===== config.mk =====
export PLATFORM = sky130hd
export DESIGN_NAME = keypad_row_scanner
export DESIGN_NICKNAME = d
export VERILOG_FILES = /design/src/rtl/keypad_pkg.sv /design/src/rtl/scan_prescaler.sv /design/src/rtl/keypad_row_scanner.sv
export SDC_FILE = /design/constraint.sdc
export NUM_CORES = 1
export LEC_CHECK = 0
export ABC_AREA = 1
export CAP_MARGIN = 25
export CELL_PAD_IN_SITES_DETAIL_PLACEMENT = 0
export CELL_PAD_IN_SITES_GLOBAL_PLACEMENT = 1
export CORE_AREA = 5 5 66 68
export DETAILED_ROUTE_END_ITERATION = 8
export DIE_AREA = 0 0 71 73
export GPL_TIMING_DRIVEN = 0
export PLACE_DENSITY_LB_ADDON = 0.05
export SYNTH_ARGS = -nofsm -noshare
export SYNTH_HDL_FRONTEND = slang
export SYNTH_HIERARCHICAL = 1
export SYNTH_SLANG_ARGS = --single-unit
export TNS_END_PERCENT = 50

===== constraint.sdc =====
create_clock -name clk -period 2.67 [get_ports clk]
set_clock_uncertainty 0.05 [all_clocks]
set_input_delay 0.267 -clock clk [delete_from_list [all_inputs] [get_ports clk]]
set_output_delay 0.267 -clock clk [all_outputs]
set_load 0.02 [all_outputs]

===== src/rtl/keypad_pkg.sv =====
// Shared types and sizing helpers for the keypad row scanner.
package keypad_pkg;

  localparam int unsigned ROWS  = 8;
  localparam int unsigned ROW_W = 3;

  typedef enum logic [1:0] {
    ST_SCAN         = 2'd0,
    ST_DEBOUNCE     = 2'd1,
    ST_REPORT       = 2'd2,
    ST_WAIT_RELEASE = 2'd3
  } scan_state_t;

  // Column-index width; never narrower than one bit.
  function automatic int unsigned cw_of(input int unsigned cols);
    return (cols > 2) ? $clog2(cols) : 1;
  endfunction

endpackage


===== src/rtl/scan_prescaler.sv =====
// Row-dwell prescaler: counts 0..DIV-1 and flags the last cycle of each dwell.
module scan_prescaler #(
  parameter int unsigned DIV = 1000
) (
  input  logic clk,
  input  logic rst,
  output logic tick
);

  localparam int unsigned DIV_W = (DIV > 1) ? $clog2(DIV) : 1;

  logic [DIV_W-1:0] r_count;
  logic             r_tick;

  // tick is registered one cycle ahead so it is high exactly while count == DIV-1
  always_ff @(posedge clk) begin
    if (rst) begin
      r_count <= '0;
      r_tick  <= 1'b0;
    end else begin
      r_count <= (r_count == DIV_W'(DIV - 1)) ? '0 : r_count + DIV_W'(1);
      r_tick  <= (r_count == DIV_W'(DIV - 2));
    end
  end

  assign tick = r_tick;

endmodule


===== src/rtl/keypad_row_scanner.sv =====
// 8-row key matrix scanner: row sequencing, press/release debounce and
// one {row, col} event per press over a valid/ready handshake.
module keypad_row_scanner
  import keypad_pkg::*;
#(
  parameter int unsigned SCAN_DIV = 1000,
  parameter int unsigned DEBOUNCE = 4,
  parameter int unsigned COLS     = 4
) (
  input  logic                            clk,
  input  logic                            rst,
  output logic [ROW_W-1:0]                row_sel,
  input  logic [COLS-1:0]                 col_in,
  output logic                            key_valid,
  input  logic                            key_ready,
  output logic [ROW_W+cw_of(COLS)-1:0]    key_code
);

  localparam int unsigned CW   = cw_of(COLS);
  localparam int unsigned DB_W = $clog2(DEBOUNCE + 1);

  scan_state_t       r_state,     w_state_nxt;
  logic [ROW_W-1:0]  r_row_sel,   w_row_nxt;
  logic [CW-1:0]     r_col,       w_col_nxt;
  logic [ROW_W+CW-1:0] r_key_code, w_code_nxt;
  logic              r_key_valid, w_valid_nxt;
  logic [DB_W-1:0]   r_press_cnt, w_press_nxt;
  logic [DB_W-1:0]   r_rel_cnt,   w_rel_nxt;
  logic [CW-1:0]     w_first_col;
  logic              w_col_bit;
  logic              w_tick;

  scan_prescaler #(
    .DIV (SCAN_DIV)
  ) u_prescaler (
    .clk  (clk),
    .rst  (rst),
    .tick (w_tick)
  );

  assign w_col_bit = |(col_in & (COLS'(1) << r_col));

  always_ff @(posedge clk) begin
    if (rst) begin
      r_state     <= ST_SCAN;
      r_row_sel   <= '0;
      r_col       <= '0;
      r_key_code  <= '0;
      r_key_valid <= 1'b0;
      r_press_cnt <= '0;
      r_rel_cnt   <= '0;
    end else begin
      r_state     <= w_state_nxt;
      r_row_sel   <= w_row_nxt;
      r_col       <= w_col_nxt;
      r_key_code  <= w_code_nxt;
      r_key_valid <= w_valid_nxt;
      r_press_cnt <= w_press_nxt;
      r_rel_cnt   <= w_rel_nxt;
    end
  end

  always_comb begin
    w_state_nxt = r_state;
    w_row_nxt   = r_row_sel;
    w_col_nxt   = r_col;
    w_code_nxt  = r_key_code;
    w_press_nxt = r_press_cnt;
    w_rel_nxt   = r_rel_cnt;
    w_first_col = '0;

    // descending walk so the lowest set column wins
    for (int i = int'(COLS) - 1; i >= 0; i--) begin
      if (col_in[i]) w_first_col = CW'(i);
    end

    case (r_state)
      ST_SCAN: begin
        if (w_tick) begin
          if (|col_in) begin
            w_col_nxt   = w_first_col;
            w_code_nxt  = {r_row_sel, w_first_col};
            w_press_nxt = DB_W'(1);
            w_state_nxt = (DEBOUNCE == 1) ? ST_REPORT : ST_DEBOUNCE;
          end else begin
            w_row_nxt = r_row_sel + ROW_W'(1);
          end
        end
      end
      ST_DEBOUNCE: begin
        if (w_tick) begin
          if (w_col_bit) begin
            w_press_nxt = r_press_cnt + DB_W'(1);
            if (w_press_nxt == DB_W'(DEBOUNCE)) w_state_nxt = ST_REPORT;
          end else begin
            w_press_nxt = '0;
            w_row_nxt   = r_row_sel + ROW_W'(1);
            w_state_nxt = ST_SCAN;
          end
        end
      end
      ST_REPORT: begin
        if (r_key_valid && key_ready) begin
          w_rel_nxt   = '0;
          w_state_nxt = ST_WAIT_RELEASE;
        end
      end
      ST_WAIT_RELEASE: begin
        if (w_tick) begin
          if (!w_col_bit) begin
            w_rel_nxt = r_rel_cnt + DB_W'(1);
            if (w_rel_nxt == DB_W'(DEBOUNCE)) begin
              w_rel_nxt   = '0;
              w_row_nxt   = r_row_sel + ROW_W'(1);
              w_state_nxt = ST_SCAN;
            end
          end else begin
            w_rel_nxt = '0;
          end
        end
      end
      default: w_state_nxt = ST_SCAN;
    endcase

    w_valid_nxt = (w_state_nxt == ST_REPORT);
  end

  assign row_sel   = r_row_sel;
  assign key_valid = r_key_valid;
  assign key_code  = r_key_code;

endmodule


==> qor.csv <==
stage,metric,value,unit
layout,final-seq-area,561,sq um
place,gp_routability_congestion,0.775,
power_and_ir_drop,power.leakage,0.781,nW
route,drtIter0Drc,51,
die,die_area,5180,sq um
setup_path,critPathKind,flip-flop to output pin,
clock_network,clock_sinks,28,
timing,tightest_slew,0.509,ns
layout,drive_gt1_share,14.0,%
layout,fin_util,47.8,%
power_and_ir_drop,power,0.802,mW
clock_network,clkTransAtPathRegs,0.10,ns
die,chipWidth,71,microns
global_routing,grt_usage,12.6,%
clock_network,htree_levels,1,
layout,fillers,407,
layout,multi_input_area,845,sq um
synth,synth_area_leaders,"dfxtp_1, nand2_1, nor2_1, inv_1, ha_1",
global_routing,grt_pass1_wl,5410,microns
route,dr.pass1.iters,6,
synth,synth_common_cells,"nand2_1, nor2_1, dfxtp_1",
clock_network,clockBufferDepth,2,
setup_path,r2r_setup_slack,1.20,ns
worst_hold_path,whs_endpoint,u_prescaler/r_count[0],
timing,rsz0062_at_grt,false,
setup_path,crit_path_max_incr_delay,0.65,ns
synth,ys_ff_latch,28,
timing,finalSetupViolCount,0,
global_routing,grt.overflow.total,0,
clock_network,cts_tree,built,
route,ant_nets,0,
setup_path,crit_path_max_fanout,6,
setup_path,rr_worst_depth,11,
clock_network,cts_resized,0,
synth,yosys_warnings,6,
clock_network,numCtsBuffers,3,
setup_path,cp-start-kind,flip-flop,
synth,synth_flop_cell,dfxtp_1,
global_routing,grt_antenna_before_repair,0,
synth,yosysTopAreaCellShare,36.6,%
synth,seq_area_frac_synth,36.6,%
layout,fin_cells,286,
synth,ys_types,28,
worst_hold_path,min_path_cells,1,
synth,synth-edff-count,0,
synth,synth_cells,217,
place,place_hpwl,2440,microns
setup_path,worst_path_max_delay_cell,clkdlybuf4s50_1,
setup_path,worstPathArrival,1.37,ns
route,viasPerCell,4.79,
place,placed_cells,282,
layout,area_delta_synth_final,18.5,%
synth,yosysTopAreaCell,dfxtp_1,
synth,synthArstFlopShare,0,%
place,post-place-ws,0.823,ns
timing,drv_slew,0,
layout,fin_nets,251,
die,coreArea,3800,sq um
timing,hold_violations,0,
layout,num_antenna_cells,0,
route,detail_route.wl_per_cell,10.8,microns
worst_hold_path,hold_class,flip-flop to flip-flop,
status,outcome,"complete, no violations",
synth,yosysMostFrequentCell,nand2_1,
clock_network,clkLatencyLatePin,0.28,ns
timing,finalCritPeriodShare,63.3,%
synth,syn_area,1530,sq um
timing,max_freq,0.592,GHz
route,via_count,1370,
setup_path,crit_buf_inv,1,
power_and_ir_drop,powerDensity,441,nW/um^2
setup_path,crit_family,buffers and inverters,
global_routing,grt_pass1_vias,1264,
timing,timing.slew.headroom,66.1,%
timing,holdWs,0.426,ns
setup_path,path_cells,clkdlybuf4s50_1,
layout,final_area,1820,sq um
die,die_h,73,microns
global_routing,grt_start_max_net_pins,17,
clock_network,cts_setup_buffers,0,
setup_path,r2r-start,r_rel_cnt[0],
die,rows,23,
timing,post-route-min-period,1.69,ns
clock_network,cts_hold_buffers,0,
setup_path,worst_ep_required_time,2.35,ns
timing,layout_setup_ws,0.980,ns
setup_path,crit_path_end_kind,output pin,
flow_run,cap_viol_max_count,0,
place,numPortBuffers,15,
clock_network,cts-root-buf,clkbuf_8,
worst_hold_path,worstHoldStart,u_prescaler/r_count[0],
power_and_ir_drop,vdd_drop_max,0.237,mV
synth,avgSynthCellArea,7.06,sq um
place,post_dp_cell_area,1750,sq um
die,ios,16,
route,drc_errors,0,
timing,tns,0,ns
synth,syn-num-nets,231,
route,drt-total-wl,3080,microns
setup_path,timing.rr.end,row_sel[2],
die,initial_core_util,40.3,%
[routing by layer]
| layer | wire [microns] | GRT usage (%) | share of wire [%] |
|---|---|---|---|
| met1 | 1510 | 16.5 | 49 |
| met2 | 1440 | 20.8 | 47 |
| met3 | 86 | 2.75 | 2.8 |
| met4 | 38 | 3.76 | 1.2 |
| met5 | 0 | 0 | 0 |
[worst max-delay path by stage]
stage / startpoint / to / cells after the start
after floorplan: r_col[0] / r_state[0] / 9
after global placement: rst / key_code[3] / 5
after detailed placement: rst / key_code[4] / 5
after CTS: r_col[0] / key_code[0] / 1
after global routing: r_col[0] / key_code[0] / 1
final: r_col[0] / key_code[0] / 1
[registers in the layout, summed over array words and instances (netlist names)]
name and cells:
key_code 4, row_sel 3, u_prescaler/r_count 10, u_prescaler/tick 1
r_col 1, r_state 2, r_rel_cnt 3, key_valid 1
r_press_cnt 3
[logic make-up (layout without fill, tap and decap cells)]
family	count (synthesis)	after routing	share of synthesized area [%]
simple gates	120	120	37.2
buf+inv	33	52	8.33
fa+ha+maj	7	7	5.71
flops	28	28	36.6
xor+xnor	5	5	2.86
compound gates	24	24	9.31
[cells in the final DEF, fill, tap and decap left out, types with 5 or more instances in the layout]
cell type / instances
inv_1: 27
ha_1: 7
nor2_1: 30
clkdlybuf4s50_1: 15
dfxtp_1: 28
nand3_1: 14
a21oi_1: 12
nand2_2: 7
nand3_2: 5
nand2_1: 50
[cell type report]
cell class                 instances  area share, %
clock inverter                     1           1.65
buffer                             2          0.620
sequential                        28           30.9
inverter                          31           6.40
timing repair buffer              15           8.26
multi-input combinational        156           46.5
clock buffer                       3           2.27
tap                               50           3.44
[power by group]
part           internal, mW  switching [mW]
clock                 0.201           0.134
sequential            0.421         0.00436
combinational        0.0182          0.0232
No activity file was read; power rests on OpenSTA's default activity.
